==> src/rtl/countdown_timer_if.sv <==
// rtl/countdown_timer_if.sv - control, preset and display signals of the BCD countdown timer
interface countdown_timer_if;
    logic       load;
    logic       start;
    logic       pause;
    logic [3:0] load_min;
    logic [3:0] load_sec_l;
    logic [3:0] load_sec_r;
    logic [3:0] load_dsec;
    logic [3:0] Minutes;
    logic [3:0] Second_L;
    logic [3:0] Second_R;
    logic [3:0] Decisecond;
    logic       running;
    logic       expired;
    logic       done;

    modport master (
        output load, start, pause, load_min, load_sec_l, load_sec_r, load_dsec,
        input  Minutes, Second_L, Second_R, Decisecond, running, expired, done
    );

    modport slave (
        input  load, start, pause, load_min, load_sec_l, load_sec_r, load_dsec,
        output Minutes, Second_L, Second_R, Decisecond, running, expired, done
    );
endinterface

==> src/rtl/countdown_timer.sv <==
// rtl/countdown_timer.sv - BCD M:SS.d countdown timer, max 9:59.9
// Optional feature: COUNTDOWN_AUTO_RELOAD_EN reloads the last preset on expiry while start is held.
module countdown_timer #(
    parameter int CLK_DIV = 10
) (
    input  logic              clk,
    input  logic              clr,
    countdown_timer_if.slave  tmr
);

    localparam int PW = (CLK_DIV > 1) ? $clog2(CLK_DIV) : 1;
    localparam logic [PW-1:0] PRESC_LAST = PW'(CLK_DIV - 1);

    typedef enum logic [1:0] {
        IDLE    = 2'd0,
        RUN     = 2'd1,
        PAUSE   = 2'd2,
        EXPIRED = 2'd3
    } state_t;

    typedef struct packed {
        logic [3:0] m;
        logic [3:0] sl;
        logic [3:0] sr;
        logic [3:0] d;
    } bcd_t;

    state_t        state_q, state_d;
    bcd_t          val_q, val_d;
    logic [PW-1:0] presc_q, presc_d;
    logic          done_q, done_d;
    logic          running_q, expired_q;

    bcd_t load_val;
    bcd_t dec_val;
    logic val_zero;
    logic dec_zero;
    logic tick;

    function automatic logic [3:0] clamp(input logic [3:0] v, input logic [3:0] mx);
        return (v > mx) ? mx : v;
    endfunction

    // One-decisecond BCD borrow chain; seconds-tens wraps to 5, not 9.
    function automatic bcd_t bcd_dec(input bcd_t v);
        bcd_t r;
        r = v;
        if (v.d != 4'd0) begin
            r.d = v.d - 4'd1;
        end else begin
            r.d = 4'd9;
            if (v.sr != 4'd0) begin
                r.sr = v.sr - 4'd1;
            end else begin
                r.sr = 4'd9;
                if (v.sl != 4'd0) begin
                    r.sl = v.sl - 4'd1;
                end else begin
                    r.sl = 4'd5;
                    r.m  = v.m - 4'd1;
                end
            end
        end
        return r;
    endfunction

    assign load_val.m  = clamp(tmr.load_min,   4'd9);
    assign load_val.sl = clamp(tmr.load_sec_l, 4'd5);
    assign load_val.sr = clamp(tmr.load_sec_r, 4'd9);
    assign load_val.d  = clamp(tmr.load_dsec,  4'd9);

    assign dec_val  = bcd_dec(val_q);
    assign val_zero = (val_q == '0);
    assign dec_zero = (dec_val == '0);
    assign tick     = (presc_q == PRESC_LAST);

`ifdef COUNTDOWN_AUTO_RELOAD_EN
    bcd_t preset_q, preset_d;
`endif

    always_comb begin
        state_d = state_q;
        val_d   = val_q;
        presc_d = presc_q;
        done_d  = 1'b0;
`ifdef COUNTDOWN_AUTO_RELOAD_EN
        preset_d = preset_q;
`endif

        if (tmr.load) begin
            val_d   = load_val;
            state_d = IDLE;
            presc_d = '0;
`ifdef COUNTDOWN_AUTO_RELOAD_EN
            preset_d = load_val;
`endif
        end else begin
            unique case (state_q)
                IDLE: begin
                    if (tmr.pause && tmr.start) begin
                        state_d = PAUSE;
                    end else if (tmr.start) begin
                        if (val_zero) begin
                            state_d = EXPIRED;
                            done_d  = 1'b1;
                        end else begin
                            state_d = RUN;
                        end
                    end
                end
                RUN: begin
                    if (tmr.pause) begin
                        state_d = PAUSE;
                    end else if (tick && !val_zero) begin
                        presc_d = '0;
                        val_d   = dec_val;
                        if (dec_zero) begin
                            done_d = 1'b1;
`ifdef COUNTDOWN_AUTO_RELOAD_EN
                            if (tmr.start && (preset_q != '0)) begin
                                val_d = preset_q;
                            end else begin
                                state_d = EXPIRED;
                            end
`else
                            state_d = EXPIRED;
`endif
                        end
                    end else begin
                        presc_d = presc_q + 1'b1;
                    end
                end
                PAUSE: begin
                    // Prescaler is left untouched so the resumed tick keeps its phase.
                    if (!tmr.pause && tmr.start) begin
                        if (val_zero) begin
                            state_d = EXPIRED;
                            done_d  = 1'b1;
                        end else begin
                            state_d = RUN;
                        end
                    end
                end
                EXPIRED: begin
                    val_d = '0;
                end
                default: begin
                    state_d = IDLE;
                end
            endcase
        end
    end

    always_ff @(posedge clk) begin
        if (clr) begin
            state_q   <= IDLE;
            val_q     <= '0;
            presc_q   <= '0;
            done_q    <= 1'b0;
            running_q <= 1'b0;
            expired_q <= 1'b0;
        end else begin
            state_q   <= state_d;
            val_q     <= val_d;
            presc_q   <= presc_d;
            done_q    <= done_d;
            running_q <= (state_d == RUN);
            expired_q <= (state_d == EXPIRED);
        end
    end

`ifdef COUNTDOWN_AUTO_RELOAD_EN
    always_ff @(posedge clk) begin
        if (clr) begin
            preset_q <= '0;
        end else begin
            preset_q <= preset_d;
        end
    end
`endif

    assign tmr.Minutes    = val_q.m;
    assign tmr.Second_L   = val_q.sl;
    assign tmr.Second_R   = val_q.sr;
    assign tmr.Decisecond = val_q.d;
    assign tmr.running    = running_q;
    assign tmr.expired    = expired_q;
    assign tmr.done       = done_q;

endmodule

==> src/flat_wrapper.sv <==
// flat-port wrapper written by rule: the top's interface ports become plain ports
module countdown_timer_flat 
#(
    parameter int CLK_DIV = 10
)
  (clk, clr, tmr_load, tmr_start, tmr_pause, tmr_load_min, tmr_load_sec_l, tmr_load_sec_r, tmr_load_dsec, tmr_Minutes, tmr_Second_L, tmr_Second_R, tmr_Decisecond, tmr_running, tmr_expired, tmr_done);
  countdown_timer_if tmr_i ();
  input  logic clk;
  input  logic clr;
  input wire logic [$bits(tmr_i.load)-1:0] tmr_load;
  input wire logic [$bits(tmr_i.start)-1:0] tmr_start;
  input wire logic [$bits(tmr_i.pause)-1:0] tmr_pause;
  input wire logic [$bits(tmr_i.load_min)-1:0] tmr_load_min;
  input wire logic [$bits(tmr_i.load_sec_l)-1:0] tmr_load_sec_l;
  input wire logic [$bits(tmr_i.load_sec_r)-1:0] tmr_load_sec_r;
  input wire logic [$bits(tmr_i.load_dsec)-1:0] tmr_load_dsec;
  output wire logic [$bits(tmr_i.Minutes)-1:0] tmr_Minutes;
  output wire logic [$bits(tmr_i.Second_L)-1:0] tmr_Second_L;
  output wire logic [$bits(tmr_i.Second_R)-1:0] tmr_Second_R;
  output wire logic [$bits(tmr_i.Decisecond)-1:0] tmr_Decisecond;
  output wire logic [$bits(tmr_i.running)-1:0] tmr_running;
  output wire logic [$bits(tmr_i.expired)-1:0] tmr_expired;
  output wire logic [$bits(tmr_i.done)-1:0] tmr_done;
  assign tmr_i.load = tmr_load;
  assign tmr_i.start = tmr_start;
  assign tmr_i.pause = tmr_pause;
  assign tmr_i.load_min = tmr_load_min;
  assign tmr_i.load_sec_l = tmr_load_sec_l;
  assign tmr_i.load_sec_r = tmr_load_sec_r;
  assign tmr_i.load_dsec = tmr_load_dsec;
  assign tmr_Minutes = tmr_i.Minutes;
  assign tmr_Second_L = tmr_i.Second_L;
  assign tmr_Second_R = tmr_i.Second_R;
  assign tmr_Decisecond = tmr_i.Decisecond;
  assign tmr_running = tmr_i.running;
  assign tmr_expired = tmr_i.expired;
  assign tmr_done = tmr_i.done;
  countdown_timer #(.CLK_DIV(CLK_DIV)) u_core (.clk(clk), .clr(clr), .tmr(tmr_i));
endmodule
==> config.mk <==
export PLATFORM = sky130hd
export DESIGN_NAME = countdown_timer_flat
export DESIGN_NICKNAME = d
export VERILOG_FILES = /design/src/rtl/countdown_timer_if.sv /design/src/rtl/countdown_timer.sv /design/src/flat_wrapper.sv
export SDC_FILE = /design/constraint.sdc
export NUM_CORES = 1
export LEC_CHECK = 0
export CORE_AREA = 2 2 63 65
export CTS_CLUSTER_SIZE = 40
export DETAILED_ROUTE_END_ITERATION = 7
export DIE_AREA = 0 0 65 67
export GPL_TIMING_DRIVEN = 0
export PLACE_DENSITY_LB_ADDON = 0.05
export SETUP_SLACK_MARGIN = 0.02
export SYNTH_ARGS = -nofsm -noshare
export SYNTH_HDL_FRONTEND = slang
export SYNTH_SLANG_ARGS = --single-unit
==> constraint.sdc <==
create_clock -name clk -period 3.8 [get_ports clk]
set_input_delay 0.38 -clock clk [delete_from_list [all_inputs] [get_ports clk]]
set_output_delay 0.38 -clock clk [all_outputs]
set_load 0.02 [all_outputs]
Yosys cells after proc, flatten, opt, wreduce, memory -nomap -nowiden
Cells that the tools add are included.
{"block": "word_totals", "register_bits": 25, "latch_bits": 0, "ram_bits": 0, "mem_bits_ro": 0, "out_inout_bits": 19, "word_cells": 74, "memories": 0}
{"block": "op_classes", "n_addsub": 5, "mul": 0, "div": 0, "n_lt_le_gt_ge": 4, "eq_ne": 8, "shift": 0, "muxes": 32, "n_bitwise": 1, "n_reduce_logical": 15}
{"op": "2-to-1 mux 16 bit", "count": 3}
{"op": "2-to-1 mux 4 bit", "count": 9}
{"op": "logical NOT 16 bit", "count": 2}
{"op": "case mux 16 bit (2 select lines)", "count": 1}
{"op": "2-to-1 mux 2 bit", "count": 8}
{"op": "subtractor 4 x 1 -> 4 bit (second input constant)", "count": 4}
{"op": "greater-than comparator 4 bit (second input constant)", "count": 3}
{"op": "2-to-1 mux 12 bit", "count": 1}
{"op": "nonzero test 4 bit", "count": 3}
{"op": "2-to-1 mux 8 bit", "count": 1}
{"op": "2-to-1 mux 1 bit", "count": 7}
{"op": "equality test 2 bit (second input constant)", "count": 3}
{"op": "case mux 2 bit (3 select lines)", "count": 1}
{"op": "adder 4 x 1 -> 4 bit (second input constant)", "count": 1}
{"op": "equality test 2 x 1 -> 1 bit (second input constant)", "count": 2}
{"op": "equality test 4 bit (second input constant)", "count": 1}
{"op": "greater-than comparator 4 x 3 -> 1 bit (second input constant)", "count": 1}
{"op": "logical AND 1 bit", "count": 3}
{"op": "inequality test 3 x 2 -> 1 bit (second input constant)", "count": 1}
{"op": "inequality test 3 bit (second input constant)", "count": 1}
{"op": "case mux 1 bit (3 select lines)", "count": 1}
{"op": "AND reduction 3 bit", "count": 1}
{"op": "nonzero test 3 bit", "count": 1}
{"op": "logical NOT 1 bit", "count": 2}
{"op": "other kinds (4)", "count": 4}

Depth between registers and ports, before layout
{"block": "logic_depth", "depth_word": 11, "depth_mapped": 8}

Least setup slack after synthesis
Ideal clock, no wire load.
{"block": "synth_timing", "path_kind": "reg-to-reg", "start": "reg u_core.val_q, in the netlist u_core.tmr.Minutes[0]", "end": "reg u_core.val_q, in the netlist u_core.tmr.Minutes[1]", "setup_time_ns": 0.122, "arrival_time_ns": 2.063, "required_ns": 3.678, "path_slack_ns": 1.615, "stages_incl_launch_ff": 9, "synth_period_minus_slack_ns": 2.185, "path_cell_list": "dfxtp_1 inv_1 ha_1 or3b_2 nor4_4 o21ai_2 buf_6 o21ai_0 a21oi_1"}
{"block": "synth_via", "elab_chain_len": 8, "elab_cells_between_ends": 13}
{"element": "from (decl)", "line": "countdown_timer.sv:29", "rtl": "bcd_t val_q, val_d;"}
{"element": "from (signal assigned)", "line": "countdown_timer.sv:164", "rtl": "val_q <= val_d;"}
{"element": "subtractor 4 x 1 -> 4 bit", "line": "countdown_timer.sv:60", "rtl": "r.m = v.m - 4'd1;"}
{"element": "2-to-1 mux 4 bit", "line": "countdown_timer.sv:56", "rtl": "if (v.sl != 4'd0) begin"}
{"element": "2-to-1 mux 8 bit", "line": "countdown_timer.sv:52", "rtl": "if (v.sr != 4'd0) begin"}
{"element": "2-to-1 mux 12 bit", "line": "countdown_timer.sv:48", "rtl": "if (v.d != 4'd0) begin"}
{"element": "2-to-1 mux 16 bit", "line": "countdown_timer.sv:114", "rtl": "end else if (tick && !val_zero) begin"}
{"element": "2-to-1 mux 16 bit", "line": "countdown_timer.sv:112", "rtl": "if (tmr.pause) begin"}
{"element": "case mux 16 bit (2 select lines)", "line": "countdown_timer.sv:98", "rtl": "unique case (state_q)"}
{"element": "2-to-1 mux 16 bit", "line": "countdown_timer.sv:90", "rtl": "if (tmr.load) begin"}
Several ways; a longest one is shown, not always the timed one. The select of a mux whose other input is x is not followed.
A chain may end at the register's enable or synchronous reset.

Final worst setup path
{"block": "layout_timing", "start": "reg u_core.val_q, in the netlist u_core.tmr.Second_R[1]", "end": "reg u_core.val_q, in the netlist u_core.tmr.Decisecond[0]"}
{"block": "layout_via", "elab_chain_len": 5}
{"element": "logical NOT 16 bit", "line": "countdown_timer.sv:73", "rtl": "assign val_zero = (val_q == '0);"}
{"element": "logical NOT 1 bit", "line": "countdown_timer.sv:114"}
{"element": "logical AND 1 bit", "line": "countdown_timer.sv:114"}
{"element": "inequality test 3 x 2 -> 1 bit (no line)"}
{"element": "AND reduction 3 bit (no line)"}
No other way between the ends.

==> flow_summary.yaml <==
run_status:
  status: "completed"
logic_synthesis:
  ys_seq_area_share_pct: 30.91
  synth_area_um2: 1619
  ys_ff_latch: 25
  avgSynthCellArea_um2: 7.566
  synth_top_area_share_pct: 30.91
  ys.flop_type: "dfxtp_1"
  yosys.area.top_type: "dfxtp_1"
  synth-edff-count: 0
  syn_inst: 214
  synth_area_leaders: "dfxtp_1 (31%), a21oi_1 (6.2%), nand2_1 (5.3%)"
  async_reset_ff_share_pct: 0
  ys_types: 47
  yosysWarnings: 0
  syn_nets: 239
hold_path:
  hold_class: "flip-flop to flip-flop"
power_and_ir_drop:
  vdd_drop_max_mv: 0.2874
  power_density_nw_per_um2: 309.9
  power_frac_comb_pct: 29.2
  total_power_uw: 650.3
  p_int_uw: 433.5
  power_frac_clock_pct: 25.7
  cellLeakagePower_nw: 0.7167
  p_sw_uw: 216.8
  seqPwrFrac_pct: 45.0
  switching_share_pct: 33.34
drt:
  dr.first_iter.drc_count: 90
  avgViaCountPerCell: 5.650
  num_vias: 1712
  wire_per_inst_um: 14.16
  routed_wl_um: 4289
  drc_errors: 0
  dr.pass1.iters: 4
  ant_nets: 0
cts:
  cts.repair.resized: 0
  path_clk_slew_ns: 0.09
  cts_tree: "done"
  holdBufCountCts: 0
  htree_levels: 1
  cts-root-buf: "clkbuf_8"
  insertion_delay_ns: 0.28
  numCtsBuffers: 3
  clk_path_buf_depth: 2
  cts.sinks: 25
  post-cts-setup-buffer-count: 0
placement:
  hpwlAfterDp_um: 3148
  gp_congestion: 0.9323
  io_buffer_count: 37
  pre_cts_ws_ns: 1.345
sta:
  post-route-min-period_ns: 2.517
  rsz0062_at_grt: "false"
  setup_ws_ns: 1.283
  hold_ws_ns: 0.4872
  fin_setup_tns_ns: 0
  fmaxAchievable_mhz: 397.4
  finalCritPeriodShare_pct: 66.23
  hold_viol: 0
  setup_viol: 0
  fin_skew_ns: 0.001993
  tightest_slew_ns: 0.8068
  slew_viol_final: 0
  relSlewSlack_pct: 45.72
worst_setup_path:
  worst-setup-path-type: "flip-flop to flip-flop"
  cp_data_arrival_time_ns: 2.71
  worstPathMaxFanout: 8
  critPathLaunchType: "flip-flop"
  required_ns: 3.99
  end_kind: "flip-flop"
grt:
  grt_max_degree: 16
  grt_overflow_total: 0
  grt_pass1_wl_um: 7293
  antenna_found_initial: 0
  grt_util_all_layers_pct: 21.58
  grt_pass1_vias: 1526
final_layout:
  syn_to_final_growth_pct: 29.60
  drive_gt1_share_pct: 7.451
  num_antenna_cells: 0
  fillerInstances: 340
  postLayoutCoreUtil_pct: 58.19
  fin_nets: 281
floorplan:
  rows: 22
  core_area_um2: 3606
  io_pins: 40
  fp.dieW_um: 65
  start_util_pct: 44.90
  die_y_um: 67
  dieArea_um2: 4355
job:
  maxCapViolCount: 0
## area by class of cell
cell class | instances | area, um^2 | share of cell area (%)
multi-input combinational | 171 | 1042 | 49.67
clock buffer | 3 | 41.29 | 1.968
inverter | 8 | 30.03 | 1.431
clock inverter | 1 | 7.507 | 0.3578
timing repair buffer | 37 | 370.4 | 17.65
buffer | 10 | 46.29 | 2.206
tap | 48 | 60.06 | 2.862
sequential | 25 | 500.5 | 23.85
## logic make-up (layout without fill, tap and decap cells)
family,count (synthesis),after routing,synth area share [%]
multiplexers,2,2,1.391
AO/OA/AOI/OAI,73,73,29.91
AND/OR/NAND/NOR,90,90,28.90
flip-flops,25,25,30.91
adder cells (fa/ha/maj),4,4,3.091
buffers and inverters,18,59,4.714
XOR/XNOR,2,2,1.082
## cell usage after synthesis, types with 2 or more instances
master,n
o41ai_1,2
and2_1,2
nand3b_1,3
or3_1,3
nor3_1,5
o21ai_0,16
dfxtp_1,25
nand2b_1,2
ha_1,4
mux2_2,2
nand2_1,23
o211ai_1,3
a31oi_1,3
nor2_1,23
o31ai_1,4
xnor2_1,2
a21oi_1,20
nand4_1,3
a211oi_2,4
nor4_1,3
or4_1,3
clkbuf_1,8
inv_1,8
nand3_1,7
a311oi_1,2
or2_2,2
o21a_1,3
a211oi_1,8
nor2b_1,3
## metal layers
metal  global-route usage (%)  vias to the layer above  part of all wire [%]
met5                        0                        -                     0
met4                    5.053                        0                   1.2
met3                    4.561                        4                   5.9
met2                    36.98                       63                    47
met1                    27.62                      772                    46
li1                         -                      873                     -
## registers in the layout, summed over array words and instances, names as in the netlist, 2 cells and up
register / count
u_core.state_q: 2
u_core.tmr.Decisecond: 4
u_core.tmr.Second_L: 4
u_core.presc_q: 4
u_core.tmr.Second_R: 4
u_core.tmr.Minutes: 4
## worst max-delay path, cell delays in order, from the launching register on
cell,delay (ns)
dfxtp_1,0.38
nor4_1,0.72
nand3_1,0.34
o21ai_1,0.55
o21ai_0,0.16
a211oi_1,0.27
## cell usage in the layout, fill, tap and decap left out, types with 4 or more instances in the layout
cell,n
clkdlybuf4s50_1,37
dfxtp_1,25
nor2_1,23
nand2_1,23
a21oi_1,20
o21ai_0,16
inv_1,8
clkbuf_1,8
a211oi_1,8
nand3_1,7
nor3_1,5
o31ai_1,4
a211oi_2,4
ha_1,4
## metrics by stage
stage | cell area (um^2) | instances
2_1_floorplan | 1619 | 214
3_3_place_gp | 2049 | 299
3_5_place_dp | 2049 | 299
5_1_grt | 2098 | 303
6_report | 2098 | 303
4_1_cts | 2098 | 303
## worst paths after layout
| check | to | slack, ns | cells after the start | start |
|---|---|---|---|---|
| min | u_core.presc_q[2] | 0.49 | 2 | u_core.presc_q[2] |
| max reg2reg | u_core.tmr.Decisecond[0] | 1.28 | 5 | u_core.tmr.Second_R[1] |
| max | u_core.tmr.Decisecond[0] | 1.28 | 5 | u_core.tmr.Second_R[1] |
| min reg2reg | u_core.presc_q[2] | 0.49 | 2 | u_core.presc_q[2] |
## power by group through the flow
stage          Sequential (mW)  Combinational (mW)  Clock [mW]
2_1_floorplan            0.308               0.109           0
3_3_place_gp             0.299               0.189           0
3_5_place_dp             0.299               0.189           0
4_1_cts                  0.293               0.190       0.173
5_1_grt                  0.297               0.209       0.187
6_report                 0.293               0.190       0.167
Note: power is estimated with default switching activity, not from simulation.
